<file path="src/rtl/uart_report_pkg.sv">
// Shared types and constants for the UART status reporter.
// Holds FSM states, ASCII symbols and frame length constants.
package uart_report_pkg;

   typedef enum logic [1:0] {
      ST_IDLE,
      ST_SEND,
      ST_WAIT
   } state_t;

   localparam logic [7:0] ASC_W     = 8'h57;
   localparam logic [7:0] ASC_C     = 8'h43;
   localparam logic [7:0] ASC_R     = 8'h52;
   localparam logic [7:0] ASC_S     = 8'h53;
   localparam logic [7:0] ASC_U     = 8'h55;
   localparam logic [7:0] ASC_D     = 8'h44;
   localparam logic [7:0] ASC_COLON = 8'h3A;
   localparam logic [7:0] ASC_DOT   = 8'h2E;
   localparam logic [7:0] ASC_SP    = 8'h20;
   localparam logic [7:0] ASC_CR    = 8'h0D;
   localparam logic [7:0] ASC_LF    = 8'h0A;
   localparam logic [7:0] ASC_0     = 8'h30;

   localparam int WATCH_BODY = 12;
   localparam int COUNT_BODY = 8;

   typedef struct packed {
      logic        mode;
      logic        run;
      logic        up_down;
      logic [4:0]  hour;
      logic [5:0]  min;
      logic [5:0]  sec;
      logic [6:0]  csec;
      logic [13:0] count;
   } snap_t;

   function automatic logic [13:0] clamp99(input logic [13:0] v);
      return (v > 14'd99) ? 14'd99 : v;
   endfunction

endpackage

</file>
<file path="src/rtl/bin_to_ascii4.sv">
// Binary to four zero-padded ASCII decimal digits.
// Inputs above 9999 saturate to "9999".
module bin_to_ascii4
   import uart_report_pkg::*;
(
   input  logic [13:0]     bin,
   output logic [3:0][7:0] digits
);

   logic [13:0] v;

   always_comb begin
      v = (bin > 14'd9999) ? 14'd9999 : bin;
      digits[3] = ASC_0 + 8'(v / 14'd1000);
      digits[2] = ASC_0 + 8'((v / 14'd100) % 14'd10);
      digits[1] = ASC_0 + 8'((v / 14'd10) % 14'd10);
      digits[0] = ASC_0 + 8'(v % 14'd10);
   end

endmodule

</file>
<file path="src/rtl/uart_status_tx.sv">
// Serialises a snapshot of watch or counter state as an ASCII
// status frame, one byte per transmitter handshake.
module uart_status_tx
   import uart_report_pkg::*;
#(
   parameter int EOL_CRLF = 1
) (
   input  logic        clk,
   input  logic        reset,
   input  logic        report_req,
   input  logic        mode,
   input  logic        run,
   input  logic        up_down,
   input  logic [4:0]  hour,
   input  logic [5:0]  min,
   input  logic [5:0]  sec,
   input  logic [6:0]  csec,
   input  logic [13:0] count,
   output logic [7:0]  tx_data,
   output logic        tx_start,
   input  logic        tx_busy,
   input  logic        tx_done,
   output logic        busy,
   output logic        frame_done
);

   localparam int EOL_LEN = (EOL_CRLF != 0) ? 2 : 1;
   localparam logic [3:0] WATCH_LAST = 4'(WATCH_BODY + EOL_LEN - 1);
   localparam logic [3:0] COUNT_LAST = 4'(COUNT_BODY + EOL_LEN - 1);
   localparam logic [7:0] EOL_FIRST =
      (EOL_CRLF != 0) ? ASC_CR : ASC_LF;

   state_t          state;
   snap_t           snap;
   logic [3:0]      idx;
   logic            busy_q;
   logic [13:0]     conv_in;
   logic [3:0][7:0] dig;
   logic [7:0]      frame_byte;
   logic            last;

   // One converter, time-shared: the byte index picks the field.
   always_comb begin
      conv_in = snap.count;
      if (!snap.mode) begin
         unique case (idx)
            4'd1, 4'd2: conv_in = clamp99({9'd0, snap.hour});
            4'd4, 4'd5: conv_in = clamp99({8'd0, snap.min});
            4'd7, 4'd8: conv_in = clamp99({8'd0, snap.sec});
            default:    conv_in = clamp99({7'd0, snap.csec});
         endcase
      end
   end

   bin_to_ascii4 u_conv (
      .bin    (conv_in),
      .digits (dig)
   );

   always_comb begin
      frame_byte = 8'h00;
      if (!snap.mode) begin
         unique case (idx)
            4'd0:        frame_byte = ASC_W;
            4'd3, 4'd6:  frame_byte = ASC_COLON;
            4'd9:        frame_byte = ASC_DOT;
            4'd1, 4'd4,
            4'd7, 4'd10: frame_byte = dig[1];
            4'd2, 4'd5,
            4'd8, 4'd11: frame_byte = dig[0];
            4'd12:       frame_byte = EOL_FIRST;
            4'd13:       frame_byte = ASC_LF;
            default:     frame_byte = 8'h00;
         endcase
      end else begin
         unique case (idx)
            4'd0:    frame_byte = ASC_C;
            4'd1:    frame_byte = dig[3];
            4'd2:    frame_byte = dig[2];
            4'd3:    frame_byte = dig[1];
            4'd4:    frame_byte = dig[0];
            4'd5:    frame_byte = ASC_SP;
            4'd6:    frame_byte = snap.run ? ASC_R : ASC_S;
            4'd7:    frame_byte = snap.up_down ? ASC_D : ASC_U;
            4'd8:    frame_byte = EOL_FIRST;
            4'd9:    frame_byte = ASC_LF;
            default: frame_byte = 8'h00;
         endcase
      end
   end

   assign last = (idx == (snap.mode ? COUNT_LAST : WATCH_LAST));

   assign tx_data    = (state == ST_IDLE) ? 8'h00 : frame_byte;
   assign tx_start   = (state == ST_SEND) && !tx_busy;
   assign frame_done = (state == ST_WAIT) && tx_done && last;
   assign busy       = busy_q;

   always_ff @(posedge clk or negedge reset) begin
      if (!reset) begin
         state  <= ST_IDLE;
         idx    <= 4'd0;
         snap   <= '0;
         busy_q <= 1'b0;
      end else begin
         unique case (state)
            ST_IDLE: begin
               if (report_req) begin
                  snap <= '{mode: mode, run: run,
                            up_down: up_down, hour: hour,
                            min: min, sec: sec, csec: csec,
                            count: count};
                  idx    <= 4'd0;
                  busy_q <= 1'b1;
                  state  <= ST_SEND;
               end
            end
            ST_SEND: begin
               if (!tx_busy) state <= ST_WAIT;
            end
            ST_WAIT: begin
               if (tx_done) begin
                  if (last) begin
                     state  <= ST_IDLE;
                     idx    <= 4'd0;
                     busy_q <= 1'b0;
                  end else begin
                     idx   <= idx + 4'd1;
                     state <= ST_SEND;
                  end
               end
            end
            default: state <= ST_IDLE;
         endcase
      end
   end

endmodule

</file>
<file path="config.mk">
export PLATFORM = sky130hd
export DESIGN_NAME = uart_status_tx
export DESIGN_NICKNAME = d
export VERILOG_FILES = /design/src/rtl/uart_report_pkg.sv /design/src/rtl/bin_to_ascii4.sv /design/src/rtl/uart_status_tx.sv
export SDC_FILE = /design/constraint.sdc
export NUM_CORES = 1
export LEC_CHECK = 0
export ABC_AREA = 0
export BUFFER_PORTS_ARGS = -buffer_cell sky130_fd_sc_hd__buf_2
export CAP_MARGIN = 20
export CELL_PAD_IN_SITES_DETAIL_PLACEMENT = 1
export CELL_PAD_IN_SITES_GLOBAL_PLACEMENT = 1
export CORE_ASPECT_RATIO = 1.25
export CORE_MARGIN = 1
export CORE_UTILIZATION = 40
export CTS_BUF_LIST = sky130_fd_sc_hd__clkbuf_8 sky130_fd_sc_hd__clkbuf_16
export DETAILED_ROUTE_END_ITERATION = 10
export PLACE_DENSITY_LB_ADDON = 0.3
export REMOVE_ABC_BUFFERS = 1
export SYNTH_ARGS = -nofsm -noshare
export SYNTH_HDL_FRONTEND = slang
export SYNTH_SLANG_ARGS = --single-unit
</file>
<file path="constraint.sdc">
create_clock -name clk -period 6.4 [get_ports clk]
set_input_delay 0.32 -clock clk [delete_from_list [all_inputs] [get_ports clk]]
set_output_delay 0.32 -clock clk [all_outputs]
set_load 0.01 [all_outputs]
</file>
==> key figures, run 1 <==
Outcome
  • Status: stopped before the end
  • Last stage reached: 5_1_grt
  • Error: [ERROR GRT-0232] Routing congestion too high. Check the congestion heatmap in the GUI.

Logic synthesis
  • Top area cells in the synthesized netlist: dfrtp_1 15%, nand2_1 10%, a21oi_1 5.2%
  • Mapped cell area: 0.00777 mm^2
  • Post-synthesis cell type count: 114
  • Ys async rst share: 100%
  • Post-synth top area share: 15.5%
  • Syn Inst Count: 1124
  • Post-synthesis sequential area ratio: 15.5%
  • Main synth FF type: dfrtp_1
  • Top cell types by occurrence after synthesis: 212 x nand2_1, 91 x nor2_1, 81 x a21oi_1
  • Post-synth EDFFs: 0
  • Post-synthesis area per instance: 6.91 um^2
  • Synth Register Bits: 48
  • Yosys top cell by area: dfrtp_1
  • Synth Warn #: 0
  • Count leader, synth: nand2_1

Global route
  • Initial antenna violation count: 2
  • Largest net degree at the start of global routing: 49
  • GRT Total Usage: 71.1%
  • Total congestion overflow: 6

Placed design
  • Final GP Congestion: 0.953
  • Placed cell area: 0.0104 mm^2
  • I/O Buffers: 56
  • Hpwl dp: 27200 um
  • Pre-CTS WS: -963 ps
  • Placed cells: 1656

Clocking
  • CTS root buffer: clkbuf_16
  • Sink Count: 48
  • Max Buffers Root-to-Sink: 2
  • Number of buffers created by CTS: 5
  • H-Tree Depth: 2
  • # hold bufs at CTS: 0

Timing
  • Worst_ep grt: tx_data[6]
  • Worst ep type: top-level output

Die
  • Die width: 127 um
  • Vert. Die Dim: 158 um
  • I/O pins: 57
  • Core Rows: 56
  • Starting density of the core: 41.1%
## metrics by stage
stage                     util [%]  hold WS, ps
after floorplan                  -         24.4
after global placement        55.1          447
after detailed placement      55.1          449
after CTS                     61.0          130
## routing by layer
layer | global-route usage [%] | overflow
met1 | 72.3 | 0
met5 | 11.5 | 0
met2 | 93.7 | 2
met4 | 75.3 | 4
met3 | 45.7 | 0
## what timing repair did
action                     CTS
hold endpoints to repair     0
pin swaps                   67
resized for setup          144
buffers inserted            33
setup endpoints to repair    8
## kinds of logic after synthesis
family | count (synthesis) | synth area share [%]
AO/OA/AOI/OAI | 402 | 37.3
XOR/XNOR | 38 | 4.96
adder cells (fa/ha/maj) | 20 | 3.06
buffers and inverters | 107 | 6.00
flip-flops | 48 | 15.5
multiplexers | 21 | 2.91
AND/OR/NAND/NOR | 488 | 30.4
==> inputs of run 2 (changes only) <==
CELL_PAD_IN_SITES_DETAIL_PLACEMENT = not set   (was 1)
CELL_PAD_IN_SITES_GLOBAL_PLACEMENT = not set   (was 1)
CORE_ASPECT_RATIO = not set   (was 1.25)
CORE_UTILIZATION = 25   (was 40)
CTS_BUF_LIST = not set   (was sky130_fd_sc_hd__clkbuf_8 sky130_fd_sc_hd__clkbuf_16)
PLACE_DENSITY_LB_ADDON = 0.15   (was 0.3)
clock period = 8.32 ns   (was 6.4 ns; I/O delays follow)
==> run 2 against run 1 <==
Effect of this change: synthesized cell count unchanged; the run now ends clean; area after synthesis unchanged.
==> key figures, run 2 <==
Die
  • Core Rows: 64 (+14%)
  • Core ar.: 0.0306 mm^2
  • Starting density of the core: 25.4% (-16 points)
  • Die area: 0.0318 mm^2
  • Die width: 178 um (+41%)
  • I/O pins: 57 (unchanged)
  • Vert. Die Dim: 178 um (+13%)

Timing
  • # setup viols final: 0
  • Pins Over Slew Limit: 0
  • Worst Tran Pin Value: 940 ps
  • RSZ-0062 raised after global routing: yes
  • Clock Skews: 12.1 ps
  • Minimum clock period: 7920 ps
  • Fin crit share: 95.2%
  • Final Hold Fails: 0
  • Max Clk Rate: 0.126 GHz
  • Relative slew slack: 37.1%

Drt
  • Vias per inst: 5.50
  • Drt first pass iters: 8
  • WL final: 28300 um
  • DRC: 0
  • Wire per inst: 17.9 um
  • Iter 0 DRT Violations: 764
  • Vias: 8685
  • Final ANT Viol Nets: 0

Setup path
  • Reg2reg end: idx[3]
  • Worst EP required: 7900 ps
  • Kind of critical path: flip-flop to output port
  • R2R cell count: 6
  • Critical Path Sink Type: output port
  • Slowest-stage cell, CP: dfrtp_2
  • Delay of the slowest critical-path stage: 500 ps
  • Crit path arrival time: 7510 ps
  • R2R setup slack: 6370 ps
  • Worst Setup Start Kind: flip-flop
  • Crit-path max FO: 17
  • Reg2reg start: idx[2]

Placed design
  • Final GP Congestion: 0.857 (-10%)
  • Placed cells: 1559 (-5.9%)
  • Placed cell area: 0.00864 mm^2 (-17%)
  • Hpwl dp: 21900 um (-20%)
  • I/O Buffers: 56 (unchanged)

Clocking
  • CTS root buffer: clkbuf_16
  • Sink Count: 48 (unchanged)
  • Number of buffers created by CTS: 5 (unchanged)
  • CTS tree: yes
  • Clock Latency Late Sink: 300 ps
  • CTS clk-pin slew, worst paths: 70 ps
  • H-Tree Depth: 2 (unchanged)
  • Max Buffers Root-to-Sink: 2 (unchanged)

Final layout
  • Fillers: 3456
  • Largest Register: snap
  • Max reg flops: 41
  • Layout Nets: 1243
  • Layout cells sized above 1: 19.5%
  • Antenna Cells: 0
  • P&R area growth vs syn: 16.8%
  • Layout Cells excl Fill: 1579
  • Leading registers by flop count: snap x41, idx x4, state x2
  • Design area: 0.00907 mm^2
  • Commonest non-fill, non-tap cell in the layout: nand2_1
  • Most frequent cells in the layout: 212 x nand2_1, 90 x nor2_1, 81 x a21oi_1

Global route
  • Largest net degree at the start of global routing: 49
  • Number of global-route vias before repair: 8101
  • Initial antenna violation count: 0
  • Total congestion overflow: 0
  • GRT Total Usage: 17.8%
  • First-pass GRT wire length: 45400 um

Logic synthesis
  • Syn Inst Count: 1124 (unchanged)
  • Post-synth top area share: 15.5% (unchanged)
  • Post-synthesis area per instance: 6.91 um^2 (unchanged)
  • Post-synth EDFFs: 0 (unchanged)
  • Top cell types by occurrence after synthesis: 212 x nand2_1, 91 x nor2_1, 81 x a21oi_1
  • Post-synthesis cell type count: 114 (unchanged)
  • Synth Register Bits: 48 (unchanged)
  • Top area cells in the synthesized netlist: dfrtp_1 15%, nand2_1 10%, a21oi_1 5.2%
  • Main synth FF type: dfrtp_1
  • Yosys top cell by area: dfrtp_1
  • Post-synthesis sequential area ratio: 15.5% (unchanged)
  • Synth Warn #: 0 (unchanged)
  • Ys async rst share: 100% (unchanged)
  • Mapped cell area: 0.00777 mm^2 (unchanged)
  • Count leader, synth: nand2_1

Run
  • Maxcap violations: 0

Hold path
  • Min-delay worst type: input port to async pin

Outcome
  • Status: finished clean
-- run 2: layer usage --
metal	wire, um	track usage [%]	vias to the layer above
met5	0	0	-
met4	470	4.94	0
met3	916	0.874	33
met2	12900	28.1	215
met1	14000	26.1	4139
li1	-	-	4298
-- run 2: through the flow --
| stage | util (%) | setup TNS [ps] | hold slack (ps) | worst slack [ps] |
|---|---|---|---|---|
| 5_1_grt | 29.7 | -79.3 | 265 | -40.6 |
| 6_report | 29.7 | 0 | 206 | 397 |
| 3_5_place_dp | 28.2 | 0 | 459 | 391 |
| 2_1_floorplan | - | 0 | 120 | 21.3 |
| 3_3_place_gp | 28.2 | 0 | 458 | 500 |
| 4_1_cts | 28.9 | 0 | 242 | 30.0 |
-- run 2: worst max path at each step --
stage | from | endpoint | slack [ps]
floorplan | snap[40] | tx_data[5] | 20
global placement | snap[11] | tx_data[6] | 500
detailed placement | idx[2] | tx_data[5] | 390
CTS | idx[2] | tx_data[5] | 30
global route | snap[11] | tx_data[5] | -40
finish | idx[0] | tx_data[6] | 400
-- run 2: critical path: cells and delay by family (launching register included) --
family / cells / cell delay, ps
AND/OR/NAND/NOR: 7 / 1750
adder cells (fa/ha/maj): 1 / 190
AO/OA/AOI/OAI: 12 / 3030
multiplexers: 1 / 350
XOR/XNOR: 3 / 530
flip-flops: 1 / 500
buffers and inverters: 4 / 840
-- run 2: cells by family after synthesis --
kind of cell | after synthesis | share of synthesized area [%]
AOI/OAI and AO/OA | 402 | 37.3
xor gates and xnor gates | 38 | 4.96
adders and majority gates | 20 | 3.06
buffers and inverters | 107 | 6.00
DFF | 48 | 15.5
muxes | 21 | 2.91
and+or+nand+nor | 488 | 30.4
-- run 2: area by class of cell --
cell class              instances  area [um^2]  area share [%]
repair buffers                126          810            8.92
well taps                     396          495            5.46
inverters                      32          120            1.32
flip-flops and latches         48         1210            13.3
multi-input cells             969         6240            68.8
clock inverters                 3         68.8           0.758
clock buffers                   5          125            1.38
-- run 2: timing repair --
action | in CTS | in global routing
setup endpoints to repair | 0 | 7
hold buffers | 0 | 0
buffers inserted | 0 | 12
gates resized for setup | 0 | 38
Power of run 2 is not shown: default switching activity piles up to over one toggle a cycle in this logic, so the estimate is an artifact.
==> inputs of run 3 (changes only) <==
ABC_AREA = 1   (was 0)
==> run 3 against run 2 <==
Effect of this change: core utilization rose by 3.6 points; die area fell by 19%; first-iteration DRC count fell by 64%; via count fell by 20%; sequential share of layout area rose by 1.5 points; non-clock buffer count rose by 6; synthesized cell count fell by 5.1%; global-route usage fell by 3.2 points; register-to-register slack barely moved.
==> key figures, run 3 <==
Outcome
  • Status: finished clean

Logic synthesis
  • Synth Warn #: 0 (unchanged)
  • Yosys top cell by area: nand2_1
  • Post-synth EDFFs: 0 (unchanged)
  • Post-synth top area share: 22.7% (+7.2 points)
  • Top cell types by occurrence after synthesis: 378 x nand2_1, 123 x inv_1, 95 x nand3_1
  • Count leader, synth: nand2_1
  • Post-synthesis sequential area ratio: 19.2% (+3.7 points)
  • Top area cells in the synthesized netlist: nand2_1 23%, dfrtp_1 19%, nand3_1 7.6%
  • Post-synthesis area per instance: 5.86 um^2 (-15%)
  • Synth Register Bits: 48 (unchanged)
  • Post-synthesis cell type count: 53 (-54%)
  • Mapped cell area: 0.00626 mm^2 (-19%)
  • Ys async rst share: 100% (unchanged)
  • Main synth FF type: dfrtp_1
  • Syn Inst Count: 1067 (-5.1%)

Clocking
  • Clock Latency Late Sink: 290 ps (about the same)
  • CTS root buffer: clkbuf_16
  • Max Buffers Root-to-Sink: 2 (unchanged)
  • H-Tree Depth: 2 (unchanged)
  • # hold bufs at CTS: 0 (unchanged)
  • Sink Count: 48 (unchanged)
  • Number of buffers created by CTS: 5 (unchanged)
  • CTS clk-pin slew, worst paths: 70 ps (about the same)
  • CTS tree: yes

Timing
  • Pins Over Slew Limit: 0 (unchanged)
  • Fin Hold WS: 214 ps (+8.14 ps)
  • Setup TNS: 0 ps (unchanged)
  • Clock Skews: 1.90 ps (-10.2 ps)
  • Minimum clock period: 7860 ps (-64.8 ps)
  • Relative slew slack: 44.0% (+6.9 points)
  • Final Hold Fails: 0 (unchanged)
  • Worst Tran Pin Value: 839 ps (-101 ps)
  • Fin crit share: 94.4% (-0.78 points)
  • Max Clk Rate: 0.127 GHz (+0.82%)
  • RSZ-0062 raised after global routing: yes
  • # setup viols final: 0 (unchanged)

Placed design
  • I/O Buffers: 56 (unchanged)
  • Final GP Congestion: 0.842 (-1.7%)
  • Hpwl dp: 15000 um (-31%)
  • Placed cells: 1446 (-7.2%)

Die
  • Core Rows: 57 (-11%)
  • Die area: 0.0257 mm^2 (-19%)
  • Die width: 160 um (-10%)
  • Core ar.: 0.0245 mm^2 (-20%)
  • Vert. Die Dim: 160 um (-10%)
  • I/O pins: 57 (unchanged)
  • Starting density of the core: 25.6% (+0.17 points)

Setup path
  • Slowest-stage cell, CP: dfrtp_2
  • Worst EP required: 7900 ps (about the same)
  • CP top delay family: simple AND/OR/NAND/NOR gates
  • Delay of the slowest critical-path stage: 460 ps (-40 ps)
  • Crit-path max FO: 6 (-11)
  • Critical path buffers and inverters: 8 (+4)
  • Crit path arrival time: 7440 ps (-70 ps)
  • Kind of critical path: flip-flop to output port
  • Most used cell along the critical path: nand2_4
  • Critical Path Sink Type: output port
  • Worst Setup Start Kind: flip-flop

Final layout
  • Leading registers by flop count: snap x41, idx x4, state x2
  • P&R area growth vs syn: 30.0%
  • Layout cells sized above 1: 29.2% (+9.7 points)
  • Layout Nets: 1252 (+0.72%)
  • Commonest non-fill, non-tap cell in the layout: nand2_1
  • Antenna Cells: 0 (unchanged)
  • Max reg flops: 41 (unchanged)
  • Largest Register: snap
  • Most frequent cells in the layout: 348 x nand2_1, 115 x inv_1, 84 x nand3_1
  • Layout Cells excl Fill: 1516 (-4.0%)

Global route
  • Initial antenna violation count: 0 (unchanged)
  • Total congestion overflow: 0 (unchanged)
  • Largest net degree at the start of global routing: 49 (unchanged)
  • GRT Total Usage: 14.6% (-3.2 points)
  • First-pass GRT wire length: 31400 um (-31%)
  • Number of global-route vias before repair: 6443 (-20%)

Drt
  • Wire per inst: 12.6 um (-29%)
  • Drt first pass iters: 5 (-3)
  • DRC: 0 (unchanged)
  • Vias per inst: 4.58 (-17%)
  • Iter 0 DRT Violations: 275 (-64%)
  • WL final: 19200 um (-32%)
  • Vias: 6940 (-20%)
  • Final ANT Viol Nets: 0 (unchanged)

Run
  • Maxcap violations: 0 (unchanged)

Hold path
  • Min-delay worst type: input port to async pin
## run 3: cell types whose count changed after synthesis, moves of 27 or more
cell      previous run  this run
a21oi_1             81        28
clkbuf_1            43         7
inv_1               30       123
inv_2                2        29
nand2_1            212       378
nand2_2              1        46
nand3_1             27        95
## run 3: routing by layer
metal	vias to the layer above	wire length, um	track usage [%]
met3	18	376	0.623
met2	104	8590	23.4
met1	3146	9930	21.3
li1	3672	-	-
met4	0	273	3.68
met5	-	0	0
## run 3: metrics by stage
stage	area, um^2	setup slack (ps)	utilization (%)
finish	8130	462	33.2
global route	8130	-78.3	33.2
CTS	7150	2.80	29.2
detailed placement	6970	210	28.5
global placement	6970	231	28.5
floorplan	6180	999	-
## run 3: area by class of cell
cell class,count,area [um^2]
inverter,154,596
fill,2752,16300
tap,324,405
clock inverter,2,16.3
clock buffer,6,129
sequential,48,1210
timing repair buffer,132,862
multi-input combinational,850,4920
## run 3: logic make-up (layout without fill, tap and decap cells)
family                     count (synthesis)  count (layout)  share of synthesized area [%]
AOI/OAI and AO/OA                        115             115                           11.3
xor gates and xnor gates                  21              21                           2.94
adders and majority gates                 15              15                           3.00
buffers and inverters                    169             294                           10.5
DFF                                       48              48                           19.2
and+or+nand+nor                          699             699                           53.1
## run 3: repair_timing
action / 4_1_cts / 5_1_grt
setup endpoints to repair: 1 / 7
pin swaps: 0 / 74
resized for setup: 11 / 125
buffers inserted: 1 / 61
hold endpoints to repair: 0 / 0
## run 3: path summary, 6_finish.rpt
kind,depth (start not counted),from,endpoint,slack [ps]
max,65,idx[2],tx_data[5],460
min,2,reset,snap[23],210
max reg2reg,7,state[0],snap[1],6370
min reg2reg,2,snap[6],snap[6],480
max in group asynchronous,2,reset,idx[3],7650
min in group clk,3,min[2],snap[29],310
## run 3: worst register-to-register path: stages (launching register included)
cell,delay (ps)
dfrtp_1,400
nor2_1,260
nand2_1,80
buf_4,260
inv_1,190
buf_4,410
nand2_1,190
nand2_1,90
Power of run 3 is left out for the same reason.
